<file path="src/rtl/mdio_responder_if.sv">
// rtl/mdio_responder_if.sv - MDIO pin bundle between station management and the responder
interface mdio_responder_if;
    logic mdc;
    logic mdio_i;
    logic mdio_o;
    logic mdio_oe;

    modport master (output mdc, output mdio_i, input mdio_o, input mdio_oe);
    modport slave  (input mdc, input mdio_i, output mdio_o, output mdio_oe);
endinterface

</file>
<file path="src/rtl/mdio_responder.sv">
// rtl/mdio_responder.sv - clause-22 MDIO responder with 8x16 register file (option: MDIO_NOPRE_EN)
module mdio_responder #(
    parameter logic [4:0]  PHYADDR = 5'b00111,
    parameter logic [15:0] ID1     = 16'h0141,
    parameter logic [15:0] ID2     = 16'h0DD1
) (
    input  logic            wb_clk,
    input  logic            wb_rst_n,
    mdio_responder_if.slave mdio,
    input  logic [15:0]     status_i,
    output logic [127:0]    regs_o,
    output logic            wr_stb,
    output logic [2:0]      wr_addr
);

`ifdef MDIO_NOPRE_EN
    localparam logic [5:0] PRE_RESUME = 6'd32;
`else
    localparam logic [5:0] PRE_RESUME = 6'd0;
`endif

    typedef enum logic [2:0] {S_PRE, S_ST, S_OP, S_PHYAD, S_REGAD, S_TA, S_DATA} state_t;

    state_t      state_q, state_d;
    logic [5:0]  cnt_q, cnt_d;
    logic [1:0]  op_q, op_d;
    logic [4:0]  phy_q, phy_d;
    logic [4:0]  reg_q, reg_d;
    logic        ign_q, ign_d;
    logic [15:0] sh_q, sh_d;
    logic        oe_q, oe_d;
    logic        o_q, o_d;
    logic        commit_q, commit_d;
    logic [15:0] regs_q [8];
    logic [15:0] regs_d [8];
    logic        wr_stb_q, wr_stb_d;
    logic [2:0]  wr_addr_q, wr_addr_d;
    logic [2:0]  mdc_sync_q;
    logic [1:0]  mdio_sync_q;
    logic        mdc_rise, bit_in, rd_act, wr_act;

    assign mdc_rise = mdc_sync_q[1] & ~mdc_sync_q[2];
    assign bit_in   = mdio_sync_q[1];
    // Registers 1..3 are read-only, so a write frame only commits for indices 0 and 4..7.
    assign rd_act   = (op_q == 2'b10) && !ign_q;
    assign wr_act   = (op_q == 2'b01) && !ign_q && (reg_q[4:3] == 2'b00)
                      && ((reg_q[2:0] == 3'd0) || (reg_q[2:0] >= 3'd4));

    assign mdio.mdio_o  = o_q;
    assign mdio.mdio_oe = oe_q;
    assign wr_stb       = wr_stb_q;
    assign wr_addr      = wr_addr_q;

    // Bring MDC/MDIO into the wb_clk domain; third MDC stage gives the rising-edge detect.
    always_ff @(posedge wb_clk or negedge wb_rst_n) begin
        if (!wb_rst_n) begin
            mdc_sync_q  <= 3'b000;
            mdio_sync_q <= 2'b11;
        end else begin
            mdc_sync_q  <= {mdc_sync_q[1:0], mdio.mdc};
            mdio_sync_q <= {mdio_sync_q[0], mdio.mdio_i};
        end
    end

    // Frame state, shift register, pad drive and register file.
    always_ff @(posedge wb_clk or negedge wb_rst_n) begin
        if (!wb_rst_n) begin
            state_q   <= S_PRE;
            cnt_q     <= 6'd0;
            op_q      <= 2'b00;
            phy_q     <= 5'd0;
            reg_q     <= 5'd0;
            ign_q     <= 1'b0;
            sh_q      <= 16'h0000;
            oe_q      <= 1'b0;
            o_q       <= 1'b1;
            commit_q  <= 1'b0;
            wr_stb_q  <= 1'b0;
            wr_addr_q <= 3'd0;
            for (int i = 0; i < 8; i++) regs_q[i] <= 16'h0000;
        end else begin
            state_q   <= state_d;
            cnt_q     <= cnt_d;
            op_q      <= op_d;
            phy_q     <= phy_d;
            reg_q     <= reg_d;
            ign_q     <= ign_d;
            sh_q      <= sh_d;
            oe_q      <= oe_d;
            o_q       <= o_d;
            commit_q  <= commit_d;
            wr_stb_q  <= wr_stb_d;
            wr_addr_q <= wr_addr_d;
            regs_q    <= regs_d;
        end
    end

    // Per-bit frame decode on each detected MDC rise; write commit lands one clock later.
    always_comb begin
        state_d   = state_q;
        cnt_d     = cnt_q;
        op_d      = op_q;
        phy_d     = phy_q;
        reg_d     = reg_q;
        ign_d     = ign_q;
        sh_d      = sh_q;
        oe_d      = oe_q;
        o_d       = o_q;
        commit_d  = 1'b0;
        wr_stb_d  = 1'b0;
        wr_addr_d = wr_addr_q;
        regs_d    = regs_q;

        if (commit_q) begin
            regs_d[reg_q[2:0]] = sh_q;
            wr_stb_d           = 1'b1;
            wr_addr_d          = reg_q[2:0];
        end

        if (mdc_rise) begin
            case (state_q)
                S_PRE: begin
                    if (bit_in) begin
                        if (cnt_q < 6'd32) cnt_d = cnt_q + 6'd1;
                    end else if (cnt_q >= 6'd32) begin
                        state_d = S_ST;
                        cnt_d   = 6'd0;
                    end else begin
                        cnt_d = 6'd0;
                    end
                end
                S_ST: begin
                    cnt_d = 6'd0;
                    if (bit_in) begin
                        state_d = S_OP;
                        op_d    = 2'b00;
                        ign_d   = 1'b0;
                    end else begin
                        state_d = S_PRE;
                    end
                end
                S_OP: begin
                    op_d = {op_q[0], bit_in};
                    if (cnt_q == 6'd1) begin
                        state_d = S_PHYAD;
                        cnt_d   = 6'd0;
                        if ((op_d != 2'b10) && (op_d != 2'b01)) ign_d = 1'b1;
                    end else begin
                        cnt_d = cnt_q + 6'd1;
                    end
                end
                S_PHYAD: begin
                    phy_d = {phy_q[3:0], bit_in};
                    if (cnt_q == 6'd4) begin
                        state_d = S_REGAD;
                        cnt_d   = 6'd0;
                        if (phy_d != PHYADDR) ign_d = 1'b1;
                    end else begin
                        cnt_d = cnt_q + 6'd1;
                    end
                end
                S_REGAD: begin
                    reg_d = {reg_q[3:0], bit_in};
                    if (cnt_q == 6'd4) begin
                        // Read value is frozen here so live status cannot tear mid-DATA.
                        state_d = S_TA;
                        cnt_d   = 6'd0;
                        if (reg_d[4:3] != 2'b00) begin
                            sh_d = 16'h0000;
                        end else begin
                            case (reg_d[2:0])
                                3'd1:    sh_d = status_i;
                                3'd2:    sh_d = ID1;
                                3'd3:    sh_d = ID2;
                                default: sh_d = regs_q[reg_d[2:0]];
                            endcase
                        end
                    end else begin
                        cnt_d = cnt_q + 6'd1;
                    end
                end
                S_TA: begin
                    if (cnt_q == 6'd0) begin
                        cnt_d = 6'd1;
                        if (rd_act) begin
                            oe_d = 1'b1;
                            o_d  = 1'b0;
                        end
                    end else begin
                        state_d = S_DATA;
                        cnt_d   = 6'd0;
                        sh_d    = {sh_q[14:0], bit_in};
                        if (rd_act) o_d = sh_q[15];
                    end
                end
                S_DATA: begin
                    // Reads shift out and writes shift in through the same register.
                    sh_d = {sh_q[14:0], bit_in};
                    if (cnt_q == 6'd15) begin
                        state_d = S_PRE;
                        cnt_d   = PRE_RESUME;
                        if (rd_act) begin
                            oe_d = 1'b0;
                            o_d  = 1'b1;
                        end
                        if (wr_act) commit_d = 1'b1;
                    end else begin
                        cnt_d = cnt_q + 6'd1;
                        if (rd_act) o_d = sh_q[15];
                    end
                end
                default: begin
                    state_d = S_PRE;
                    cnt_d   = 6'd0;
                end
            endcase
        end
    end

    // Flatten the register file; read-only slots 1..3 are never written and read as zero.
    always_comb begin
        regs_o = '0;
        for (int i = 0; i < 8; i++) regs_o[16*i +: 16] = regs_q[i];
    end

endmodule

</file>
<file path="src/flat_wrapper.sv">
// flat-port wrapper written by rule: the top's interface ports become plain ports
module mdio_responder_flat 
#(
    parameter logic [4:0]  PHYADDR = 5'b00111,
    parameter logic [15:0] ID1     = 16'h0141,
    parameter logic [15:0] ID2     = 16'h0DD1
)
  (wb_clk, wb_rst_n, status_i, regs_o, wr_stb, wr_addr, mdio_mdc, mdio_mdio_i, mdio_mdio_o, mdio_mdio_oe);
  mdio_responder_if mdio_i ();
  input  logic wb_clk;
  input  logic wb_rst_n;
  input  logic [15:0] status_i;
  output logic [127:0] regs_o;
  output logic wr_stb;
  output logic [2:0] wr_addr;
  input wire logic [$bits(mdio_i.mdc)-1:0] mdio_mdc;
  input wire logic [$bits(mdio_i.mdio_i)-1:0] mdio_mdio_i;
  output wire logic [$bits(mdio_i.mdio_o)-1:0] mdio_mdio_o;
  output wire logic [$bits(mdio_i.mdio_oe)-1:0] mdio_mdio_oe;
  assign mdio_i.mdc = mdio_mdc;
  assign mdio_i.mdio_i = mdio_mdio_i;
  assign mdio_mdio_o = mdio_i.mdio_o;
  assign mdio_mdio_oe = mdio_i.mdio_oe;
  mdio_responder #(.PHYADDR(PHYADDR), .ID1(ID1), .ID2(ID2)) u_core (.wb_clk(wb_clk), .wb_rst_n(wb_rst_n), .mdio(mdio_i), .status_i(status_i), .regs_o(regs_o), .wr_stb(wr_stb), .wr_addr(wr_addr));
endmodule
</file>
<file path="config.mk">
export PLATFORM = sky130hd
export DESIGN_NAME = mdio_responder_flat
export DESIGN_NICKNAME = d
export VERILOG_FILES = /design/src/rtl/mdio_responder_if.sv /design/src/rtl/mdio_responder.sv /design/src/flat_wrapper.sv
export SDC_FILE = /design/constraint.sdc
export NUM_CORES = 1
export LEC_CHECK = 0
export CORE_AREA = 2 2 125 127
export CTS_CLUSTER_SIZE = 30
export DETAILED_ROUTE_END_ITERATION = 10
export DIE_AREA = 0 0 127 129
export DONT_BUFFER_PORTS = 1
export MAX_ROUTING_LAYER = met4
export PLACE_DENSITY = 0.71
export SLEW_MARGIN = 20
export SYNTH_ARGS = -nofsm -noshare
export SYNTH_HDL_FRONTEND = slang
export SYNTH_SLANG_ARGS = --single-unit
</file>
<file path="constraint.sdc">
create_clock -name wb_clk -period 2.6 [get_ports wb_clk]
set_input_delay 0.52 -clock wb_clk [delete_from_list [all_inputs] [get_ports wb_clk]]
set_output_delay 0.52 -clock wb_clk [all_outputs]
set_load 0.02 [all_outputs]
</file>
==> impl_metrics.yaml <==
outcome:
  failed_checks: "hold timing"
  status: "finished, violations left"
sta:
  fin_crit_ns: 2.18
  hold_viol: 174
  hold_ws_ns: -0.208
  fmax_ghz: 0.459
  fin_tns_setup_ns: 0
  slew_headroom_pct: 55.1
  min_period_over_period_pct: 83.7
  slew_violations: 0
  setup_viol: 0
  rsz0062_at_grt: "no"
  clock_skew_ns: 0.00578
  tightest_slew_ns: 0.673
global_route:
  busiest_layer: "met2"
  met3_usage_pct: 9.52
  grt_max_degree: 178
  met2_usage_pct: 40.3
  grt_pass1_vias: 5364
  antenna_found_initial: 0
  met1_usage_pct: 30.6
  grt.total_usage_pct: 25.4
  grt_overflow_total: 0
  grt_pass1_wl_um: 30600
final_layout:
  diodes: 0
  syn2layout_area_growth_pct: 9.96
  finalNonFillerCells: 802
  mostFrequentLayoutCell: "dfrtp_1"
  mostFrequentLayoutCells: "dfrtp_1 (174), mux2_2 (145), nand2_1 (30)"
  multi_input_area_sq_mm: 0.00348
  drive_gt1_share_pct: 39.1
  finalNetCount: 624
  nFillCells: 1178
  final-seq-area_sq_mm: 0.00443
critical_path:
  crit_type: "flip-flop to flip-flop"
  crit_chain: "buf_12 -> mux4_2 -> nand2b_1 -> a32o_1 -> mux2_4"
  end_kind: "flip-flop"
  rr_worst_depth: 5
  crit_required_ns: 2.91
  reg2reg_slack_ns: 0.42
  slowest_stage: "dfstp_2"
  crit_fanout: 23
  cp_slowest_stage_delay_ns: 0.64
  cp-start-kind: "flip-flop"
  cp.arrival_ns: 2.48
floorplanning:
  rows: 45
  dieArea_sq_mm: 0.0164
  dieWidth_um: 127
  die_y_um: 129
  fp.coreArea_sq_mm: 0.0150
  initial_utilization_pct: 54.5
  io_pins: 154
clock_tree:
  cts_tree: "yes"
  cts.sinks: 177
  clk_pin_slew_ns: 0.06
  cts_setup_buffers: 0
  htree_levels: 4
  cts_buffers: 17
  clockRootBuffer: "clkbuf_16"
  insertion_delay_ns: 0.43
  ctsResizeCount: 0
  max-clock-path-buffers: 2
detailed_routing:
  drt_iter0_drc: 377
  dr.pass1.iters: 4
  drtAntennaViolNets: 0
  viasPerCell: 6.37
  wl_per_cell_um: 24.3
  wl_um: 19500
  drc: 0
  num_vias: 5109
yosys:
  ys.flop_type: "dfrtp_1"
  syn_area_sq_mm: 0.00816
  syn_inst: 612
  synth_edf_count: 0
  synth_top_area_share_pct: 53.3
  synthTopCellsByArea: "dfrtp_1 (53%), mux2_2 (20%), mux4_2 (4.4%), mux2_4 (1.8%), mux2i_1 (1.8%)"
  yosys_warnings: 0
  synth.distinct_cells: 53
  ys_ff_latch: 177
  synth.avg_cell_area_sq_um: 13.3
  synthArstFlopShare_pct: 100
  synth_nets: 635
  synth_top_area_cell: "dfrtp_1"
  synth_seq_area_share_pct: 54.3
pwr:
  total_leakage_power_nw: 4.31
  peakVddDrop_uv: 500
  power_density_mw_per_mm2: 625
placement:
  routabilityCongestion: 0.879
  port-buffer-count: 0
  hpwl_um: 13200
  place_inst: 770
min_path:
  hp-class: "input port to asynchronous set/reset pin"
run:
  max_cap_violations: 0
-- registers in the layout, indices dropped and copies added, names as in the netlist --
| signal | count |
|---|---|
| u_core.regs_o | 128 |
| u_core.mdio.mdio_o | 1 |
| u_core.ign_q | 1 |
| u_core.state_q | 3 |
| u_core.mdc_sync_q | 3 |
| u_core.wr_addr | 3 |
| u_core.op_q | 2 |
| u_core.reg_q | 5 |
| u_core.sh_q | 16 |
| u_core.phy_q | 4 |
| u_core.mdio_sync_q | 2 |
| u_core.wr_stb | 1 |
| u_core.cnt_q | 6 |
| u_core.mdio.mdio_oe | 1 |
| u_core.commit_q | 1 |
-- synthesized netlist by cell type (all sizes together) (2+ instances only) --
| cell type | count |
|---|---|
| a311oi | 2 |
| o31a | 2 |
| o22ai | 4 |
| o211ai | 9 |
| inv | 6 |
| a21oi | 14 |
| a22o | 6 |
| nor4b | 3 |
| nand4 | 2 |
| nor3 | 7 |
| nand2b | 9 |
| o31ai | 3 |
| dfrtp | 174 |
| a21o | 4 |
| nand4b | 3 |
| nor2b | 6 |
| ha | 3 |
| nand2 | 31 |
| mux2i | 15 |
| clkbuf | 22 |
| nor2 | 15 |
| mux2 | 155 |
| a211oi | 2 |
| or3 | 2 |
| o21ai | 17 |
| nand3 | 16 |
| nor4 | 4 |
| mux4 | 16 |
| nand3b | 3 |
| dfstp | 3 |
| a32o | 2 |
| or2 | 2 |
| a31oi | 3 |
| nor3b | 6 |
| buf | 32 |
-- metal layers --
layer	vias to the layer above	wire length, um
li1	2203	-
met1	2693	7850
met2	184	9680
met3	29	1650
met4	0	353
met5	-	0
-- stage by stage --
step / utilization, % / power, mW / cell area, sq um / hold slack (ns) / worst slack, ns
after floorplan: - / 2.99 / 8160 / 0.224 / 0.504
after global placement: 55.9 / 3.03 / 8370 / 0.234 / 0.458
after detailed placement: 55.9 / 3.03 / 8370 / 0.233 / 0.429
after CTS: 59.9 / 5.66 / 8980 / -0.224 / 0.418
after global routing: 59.9 / 5.80 / 8980 / -0.235 / 0.268
final: 59.9 / 5.61 / 8980 / -0.208 / 0.423
-- worst max-delay path: cells and delay by family, from the launching register on --
family | cells | cell delay [ns]
AO/OA/AOI/OAI | 1 | 0.24
buffers and inverters | 1 | 0.24
flip-flops | 1 | 0.64
multiplexers | 2 | 0.77
AND/OR/NAND/NOR | 1 | 0.15
-- cells by family after synthesis --
family	count (synthesis)	synth area share [%]
xor gates and xnor gates	1	0.107
AOI/OAI and AO/OA	72	5.98
and+or+nand+nor	113	7.75
DFF	177	54.3
buffers and inverters	60	3.31
muxes	186	28.1
adders and majority gates	3	0.460
-- layout make-up --
class / count / area share (%)
Clock buffer: 20 / 5.09
Clock inverter: 12 / 1.71
Inverter: 6 / 0.251
Multi-Input combinational cell: 375 / 38.8
Sequential cell: 177 / 49.4
Tap cell: 188 / 2.62
Timing Repair Buffer: 24 / 2.15
-- power by group --
group / switching [mW] / total, mW / internal (mW)
registers: 0.0313 / 2.80 / 2.77
clock network: 1.06 / 2.63 / 1.57
logic: 0.0898 / 0.179 / 0.0889
-- worst paths after layout --
check,startpoint,end
hold / removal,wb_rst_n,u_core.cnt_q[3]
setup / recovery,u_core.mdio_sync_q[1],u_core.sh_q[6]
max in group asynchronous,wb_rst_n,u_core.mdio.mdio_o
min in group wb_clk,mdio_mdio_i,u_core.mdio_sync_q[0]
setup reg to reg,u_core.mdio_sync_q[1],u_core.sh_q[6]
hold reg to reg,u_core.mdc_sync_q[0],u_core.mdc_sync_q[1]
(Power assumes the default switching activity.)
